--- config.mk ---
export PLATFORM = sky130hd
export DESIGN_NAME = mem_arbiter
export DESIGN_NICKNAME = d
export VERILOG_FILES = /design/src/rtl/mem_arbiter.sv
export SDC_FILE = /design/constraint.sdc
export NUM_CORES = 1
export LEC_CHECK = 0
export BUFFER_PORTS_ARGS = -buffer_cell sky130_fd_sc_hd__buf_2
export CAP_MARGIN = 20
export CELL_PAD_IN_SITES_DETAIL_PLACEMENT = 1
export CELL_PAD_IN_SITES_GLOBAL_PLACEMENT = 2
export CORE_ASPECT_RATIO = 1.25
export CORE_UTILIZATION = 28
export DETAILED_ROUTE_END_ITERATION = 12
export GPL_ROUTABILITY_DRIVEN = 0
export HOLD_SLACK_MARGIN = 0.15
export MAX_ROUTING_LAYER = met4
export PLACE_DENSITY = 0.79
export SYNTH_ARGS = -nofsm -noshare
export SYNTH_HDL_FRONTEND = slang
export SYNTH_SLANG_ARGS = --single-unit
--- constraint.sdc ---
create_clock -name i_clk -period 2.2 [get_ports i_clk]
set_input_delay 0.44 -clock i_clk [delete_from_list [all_inputs] [get_ports i_clk]]
set_output_delay 0.44 -clock i_clk [all_outputs]
set_load 0.02 [all_outputs]
--- src/rtl/mem_arbiter.sv ---
// mem_arbiter: shares one single-outstanding memory port between an instruction
// fetch requester and a data load/store requester. Data normally has priority,
// but a bounded streak of data grants forces a pending fetch through. A
// watchdog aborts transactions whose mem_ack never arrives.
module mem_arbiter #(
    parameter int unsigned ADDR_W     = 32,
    parameter int unsigned STREAK_MAX = 4,
    parameter int unsigned TIMEOUT    = 255
) (
    input  logic              i_clk,
    input  logic              i_reset,      // asynchronous, active-low
    // fetch requester
    input  logic              i_f_req,
    input  logic [ADDR_W-1:0] i_f_addr,
    output logic              o_f_ack,
    output logic [31:0]       o_f_rdata,
    output logic              o_f_err,
    // data requester
    input  logic              i_d_req,
    input  logic              i_d_we,
    input  logic [ADDR_W-1:0] i_d_addr,
    input  logic [31:0]       i_d_wdata,
    input  logic [3:0]        i_d_be,
    output logic              o_d_ack,
    output logic [31:0]       o_d_rdata,
    output logic              o_d_err,
    // unified memory port
    output logic              o_mem_req,
    output logic              o_mem_we,
    output logic [ADDR_W-1:0] o_mem_addr,
    output logic [31:0]       o_mem_wdata,
    output logic [3:0]        o_mem_be,
    input  logic              i_mem_ack,
    input  logic [31:0]       i_mem_rdata
);

    localparam int unsigned STREAK_W = (STREAK_MAX < 1) ? 1 : $clog2(STREAK_MAX + 1);
    localparam int unsigned WDOG_W   = 16;

    typedef enum logic [1:0] {
        IDLE    = 2'd0,
        GRANT_F = 2'd1,
        GRANT_D = 2'd2,
        RESP    = 2'd3
    } state_t;

    state_t              r_state;
    logic [STREAK_W-1:0] r_streak;
    logic [WDOG_W-1:0]   r_wdog;
    logic                r_gnt_d;   // current transaction belongs to the data side
    logic                r_store;   // current data transaction is a store

    logic                w_streak_full;
    logic                w_pick_d;
    logic                w_pick_f;
    logic [ADDR_W-1:0]   w_addr;
    logic                w_misalign;
    logic                w_wdog_expired;

    // Arbitration decision: data wins unless the fetch side has starved for STREAK_MAX grants
    assign w_streak_full  = (r_streak == STREAK_W'(STREAK_MAX));
    assign w_pick_d       = i_d_req && (!i_f_req || !w_streak_full);
    assign w_pick_f       = i_f_req && !w_pick_d;
    assign w_addr         = w_pick_d ? i_d_addr : i_f_addr;
    assign w_misalign     = (w_addr[1:0] != 2'b00);
    assign w_wdog_expired = (r_wdog == WDOG_W'(TIMEOUT - 1));

    // Arbiter FSM with registered memory-port and requester-response outputs
    always_ff @(posedge i_clk or negedge i_reset) begin
        if (!i_reset) begin
            r_state     <= IDLE;
            r_streak    <= '0;
            r_wdog      <= '0;
            r_gnt_d     <= 1'b0;
            r_store     <= 1'b0;
            o_mem_req   <= 1'b0;
            o_mem_we    <= 1'b0;
            o_mem_addr  <= '0;
            o_mem_wdata <= '0;
            o_mem_be    <= '0;
            o_f_ack     <= 1'b0;
            o_f_err     <= 1'b0;
            o_f_rdata   <= '0;
            o_d_ack     <= 1'b0;
            o_d_err     <= 1'b0;
            o_d_rdata   <= '0;
        end else begin
            case (r_state)
                IDLE: begin
                    if (w_pick_d || w_pick_f) begin
                        r_wdog  <= '0;
                        r_gnt_d <= w_pick_d;
                        r_store <= w_pick_d && i_d_we;

                        // Fetch grants reset the starvation count; data grants over a waiting fetch add to it
                        if (w_pick_f) begin
                            r_streak <= '0;
                        end else if (i_f_req && !w_streak_full) begin
                            r_streak <= r_streak + STREAK_W'(1);
                        end

                        if (w_misalign) begin
                            // Misaligned access never reaches memory; answer with an error directly
                            r_state <= RESP;
                            if (w_pick_d) begin
                                o_d_ack   <= 1'b1;
                                o_d_err   <= 1'b1;
                                o_d_rdata <= '0;
                            end else begin
                                o_f_ack   <= 1'b1;
                                o_f_err   <= 1'b1;
                                o_f_rdata <= '0;
                            end
                        end else begin
                            r_state    <= w_pick_d ? GRANT_D : GRANT_F;
                            o_mem_req  <= 1'b1;
                            o_mem_addr <= w_addr;
                            if (w_pick_d) begin
                                o_mem_we    <= i_d_we;
                                o_mem_be    <= i_d_be;
                                o_mem_wdata <= i_d_wdata;
                            end else begin
                                o_mem_we    <= 1'b0;
                                o_mem_be    <= 4'hF;
                                o_mem_wdata <= '0;
                            end
                        end
                    end
                end

                GRANT_F, GRANT_D: begin
                    if (i_mem_ack) begin
                        // Completion takes priority over a simultaneous watchdog expiry
                        o_mem_req <= 1'b0;
                        r_state   <= RESP;
                        if (r_gnt_d) begin
                            o_d_ack   <= 1'b1;
                            o_d_err   <= 1'b0;
                            o_d_rdata <= r_store ? 32'd0 : i_mem_rdata;
                        end else begin
                            o_f_ack   <= 1'b1;
                            o_f_err   <= 1'b0;
                            o_f_rdata <= i_mem_rdata;
                        end
                    end else if (w_wdog_expired) begin
                        // Memory never answered: abandon the request and report an error
                        o_mem_req <= 1'b0;
                        r_state   <= RESP;
                        if (r_gnt_d) begin
                            o_d_ack   <= 1'b1;
                            o_d_err   <= 1'b1;
                            o_d_rdata <= '0;
                        end else begin
                            o_f_ack   <= 1'b1;
                            o_f_err   <= 1'b1;
                            o_f_rdata <= '0;
                        end
                    end else begin
                        r_wdog <= r_wdog + WDOG_W'(1);
                    end
                end

                RESP: begin
                    // Single-cycle response; no grant is considered here
                    o_f_ack   <= 1'b0;
                    o_f_err   <= 1'b0;
                    o_f_rdata <= '0;
                    o_d_ack   <= 1'b0;
                    o_d_err   <= 1'b0;
                    o_d_rdata <= '0;
                    r_state   <= IDLE;
                end

                default: begin
                    r_state <= IDLE;
                end
            endcase
        end
    end

endmodule

==> results by group <==
Clocking
  – Clk sinks: 161
  – Clk pin slew, worst setup/hold paths: 0.07 ns
  – TritonCTS clock tree: built
  – CTS Buf Count: 17
  – Clk_lat worst skew: 0.43 ns
  – Max H-tree Level: 4
  – Clk buf depth: 2
  – Clock root cell: clkbuf_16

Pwr
  – Worst vdd ir: 606.3 µV
  – Power Dens Cells: 1480 nW/µm²
  – P_leak: 0.004891 µW

Setup path
  – FF-to-FF path depth: 8
  – Setup crit start kind: flip-flop
  – Critical path origin: r_streak[0]$_DFFE_PN0P_
  – FF-to-FF setup slack: 0.15 ns
  – RR Endpoint: o_d_rdata[7]$_DFFE_PN0P_
  – Critical path type: reg -> reg
  – Worst setup endpoint: o_d_rdata[7]$_DFFE_PN0P_
  – Critical path arrival: 2.36 ns
  – CP Max Fanout: 32
  – Worst r2r src: r_streak[0]$_DFFE_PN0P_
  – CP endpoint kind: flip-flop
  – Worst Path Required: 2.51 ns

Placed design
  – # port buffers: 275
  – Pre-CTS WS: 0.01577 ns
  – Dpl hpwl: 14690 µm
  – Dpl cell area: 8563 µm²

Logic synthesis
  – Post-Syn Area: 6696 µm²
  – Register area share after synthesis: 60.16%
  – Synth top area cells: dfrtp_1 (60%), a22o_1 (8.5%), nand2_1 (8.3%)
  – EDFF count, synth: 0
  – Syn Nets: 785
  – Cell taking the most area after synthesis: dfrtp_1
  – FF+latch count, synth: 161
  – Synth Warn #: 0
  – Count leader, synth: dfrtp_1
  – Synth cell types: 48
  – Gate Count Post-Synth: 641
  – Synth cell count leaders: dfrtp_1 (161), nand2_1 (148), a22o_1 (65)
  – Synth top area share: 60.16%
  – Dominant synthesized flop cell: dfrtp_1
  – Mean Syn Cell Area: 10.45 µm²
  – Asr flop ratio synth: 100.0%

Floorplanning
  – Core area: 23190 µm²
  – Die Wd: 140.3 µm
  – Initial core utilization: 28.87%
  – Die area: 24540 µm²
  – Io pins: 276
  – Core Rows: 62
  – Die H: 174.9 µm

Timing
  – Max Clock Freq: 488.3 MHz
  – Final setup TNS: 0 ns
  – Max_slew headroom: 67.34%
  – Fin crit period: 2.048 ns
  – Setup violations, final: 0
  – Hold slack: 0.2259 ns
  – RSZ-0062 raised after global routing: false
  – Setup WS post-layout: 0.1523 ns
  – Fin. max-slew vios: 0
  – Final worst-path cycle share: 93.08%
  – Worst-Margin Slew: 0.4899 ns
  – Clk_skew: 0.01512 ns
  – Final hold viol count: 0

Layout
  – Fill count: 2683
  – Post-layout nets: 1064
  – Util after Layout: 39.68%
  – Final instance area: 9204 µm²
  – Share of cells above drive strength 1: 36.98%
  – Area Overhead vs Synth: 37.44%
  – Ant. Diodes: 0

Global routing
  – First-pass GRT wire length: 33900 µm
  – Total track usage: 18.20%
  – Largest net degree at the start of global routing: 67
  – Total global routing overflow: 0
  – Initial antenna violation count: 0
  – Vias in the first global route: 6118

Route
  – Drc violations: 0
  – Vias per std cell: 4.853
  – Drt initial violations: 247
  – Routed wire per std cell: 17.21 µm
  – Drt first pass iters: 5
  – Via count: 5925
  – Routed Antenna Nets: 0
  – Final WL: 21010 µm

Outcome
  – Outcome: complete, no violations

Min path
  – HP Class: in -> reg

Run
  – Max_cap viols: 0
## placed cells by master (no fill, tap or decap), types with 4 or more instances in the layout
master     netlist  final
nand3_1         44     44
o21ai_0         10     10
and3_1           5      5
a21oi_1          5      5
dfrtp_1        161    161
a22o_1          65     65
clkbuf_16        0     17
xor2_1           8      8
nand2_1        148    148
nor2_1          50     50
buf_2           18    274
inv_1            9      9
o21ai_1          6      5
buf_4            4     14
inv_8            0      4
ha_1             6      5
clkinv_8         0      4
or3_1            4      4
buf_12           0      9
a31oi_1         31     31
and2_1           4      4
## cells by family after synthesis
family / synth area share (%)
AOI/OAI and AO/OA: 15.36
xor gates and xnor gates: 1.046
adders and majority gates: 1.121
buffers and inverters: 3.363
DFF: 60.16
muxes: 0.8221
and+or+nand+nor: 18.12
## where the power goes
group          switching [µW]  internal (µW)
combinational            3720           2150
clock                    1500           1560
sequential                630           4070
total                    5840           7780
## worst max-delay path: stages (launching register included)
cell      delay, ns
dfrtp_1        0.40
inv_1          0.06
ha_1           0.20
and3_1         0.21
o31ai_4        0.29
o21ai_2        0.12
nand2b_1       0.20
buf_6          0.22
a22o_1         0.21
## repair_timing
action                     4_1_cts  5_1_grt
gates resized for setup          0        4
setup endpoints to repair        0       33
hold buffers                     1        0
setup buffers                    0        0
hold endpoints to repair        43        0
## metal layers
| layer | track usage, % | wire length [µm] | up-vias |
|---|---|---|---|
| met5 | - | 0 | - |
| met4 | 4.853 | 238 | 0 |
| met2 | 30.33 | 10810 | 182 |
| li1 | - | - | 2798 |
| met3 | 3.946 | 1077 | 18 |
| met1 | 22.22 | 8893 | 2927 |
## metrics by stage
| step | power (µW) | std cells |
|---|---|---|
| 6_report | 13630 | 1221 |
| 5_1_grt | 14500 | 1221 |
| 2_1_floorplan | 8348 | 641 |
| 3_5_place_dp | 10640 | 1188 |
| 3_3_place_gp | 10510 | 1188 |
| 4_1_cts | 13780 | 1221 |
## worst min path at each step
stage                              from  depth (start not counted)                           to
final                     i_d_wdata[26]                          3  o_mem_wdata[26]$_DFFE_PN0P_
after floorplan                 i_reset                          0          o_d_ack$_DFFE_PN0P_
after global placement          i_reset                          1       r_wdog[12]$_DFFE_PN0P_
after detailed placement        i_reset                          1       r_wdog[12]$_DFFE_PN0P_
after CTS                 i_d_wdata[30]                          3  o_mem_wdata[30]$_DFFE_PN0P_
after global routing       i_d_wdata[4]                          3   o_mem_wdata[4]$_DFFE_PN0P_
## flip-flops by register name, indices dropped and copies added, names as in the netlist
signal       cells
o_f_rdata       32
o_f_ack          1
o_mem_we         1
o_mem_wdata     32
o_mem_be         4
r_state          2
r_streak         3
r_store          1
o_mem_req        1
r_wdog          16
o_f_err          1
o_d_ack          1
o_d_err          1
o_d_rdata       32
o_mem_addr      32
r_gnt_d          1
## cell type report
cell class | count | area, µm² | share of cell area (%)
clock inverters | 15 | 186.4 | 2.026
flip-flops and latches | 161 | 4029 | 43.77
inverters | 10 | 37.54 | 0.4078
repair buffers | 300 | 1689 | 18.35
well taps | 288 | 360.3 | 3.915
multi-input cells | 430 | 2476 | 26.90
clock buffers | 17 | 425.4 | 4.622
Note: power is estimated with default switching activity, not from simulation.
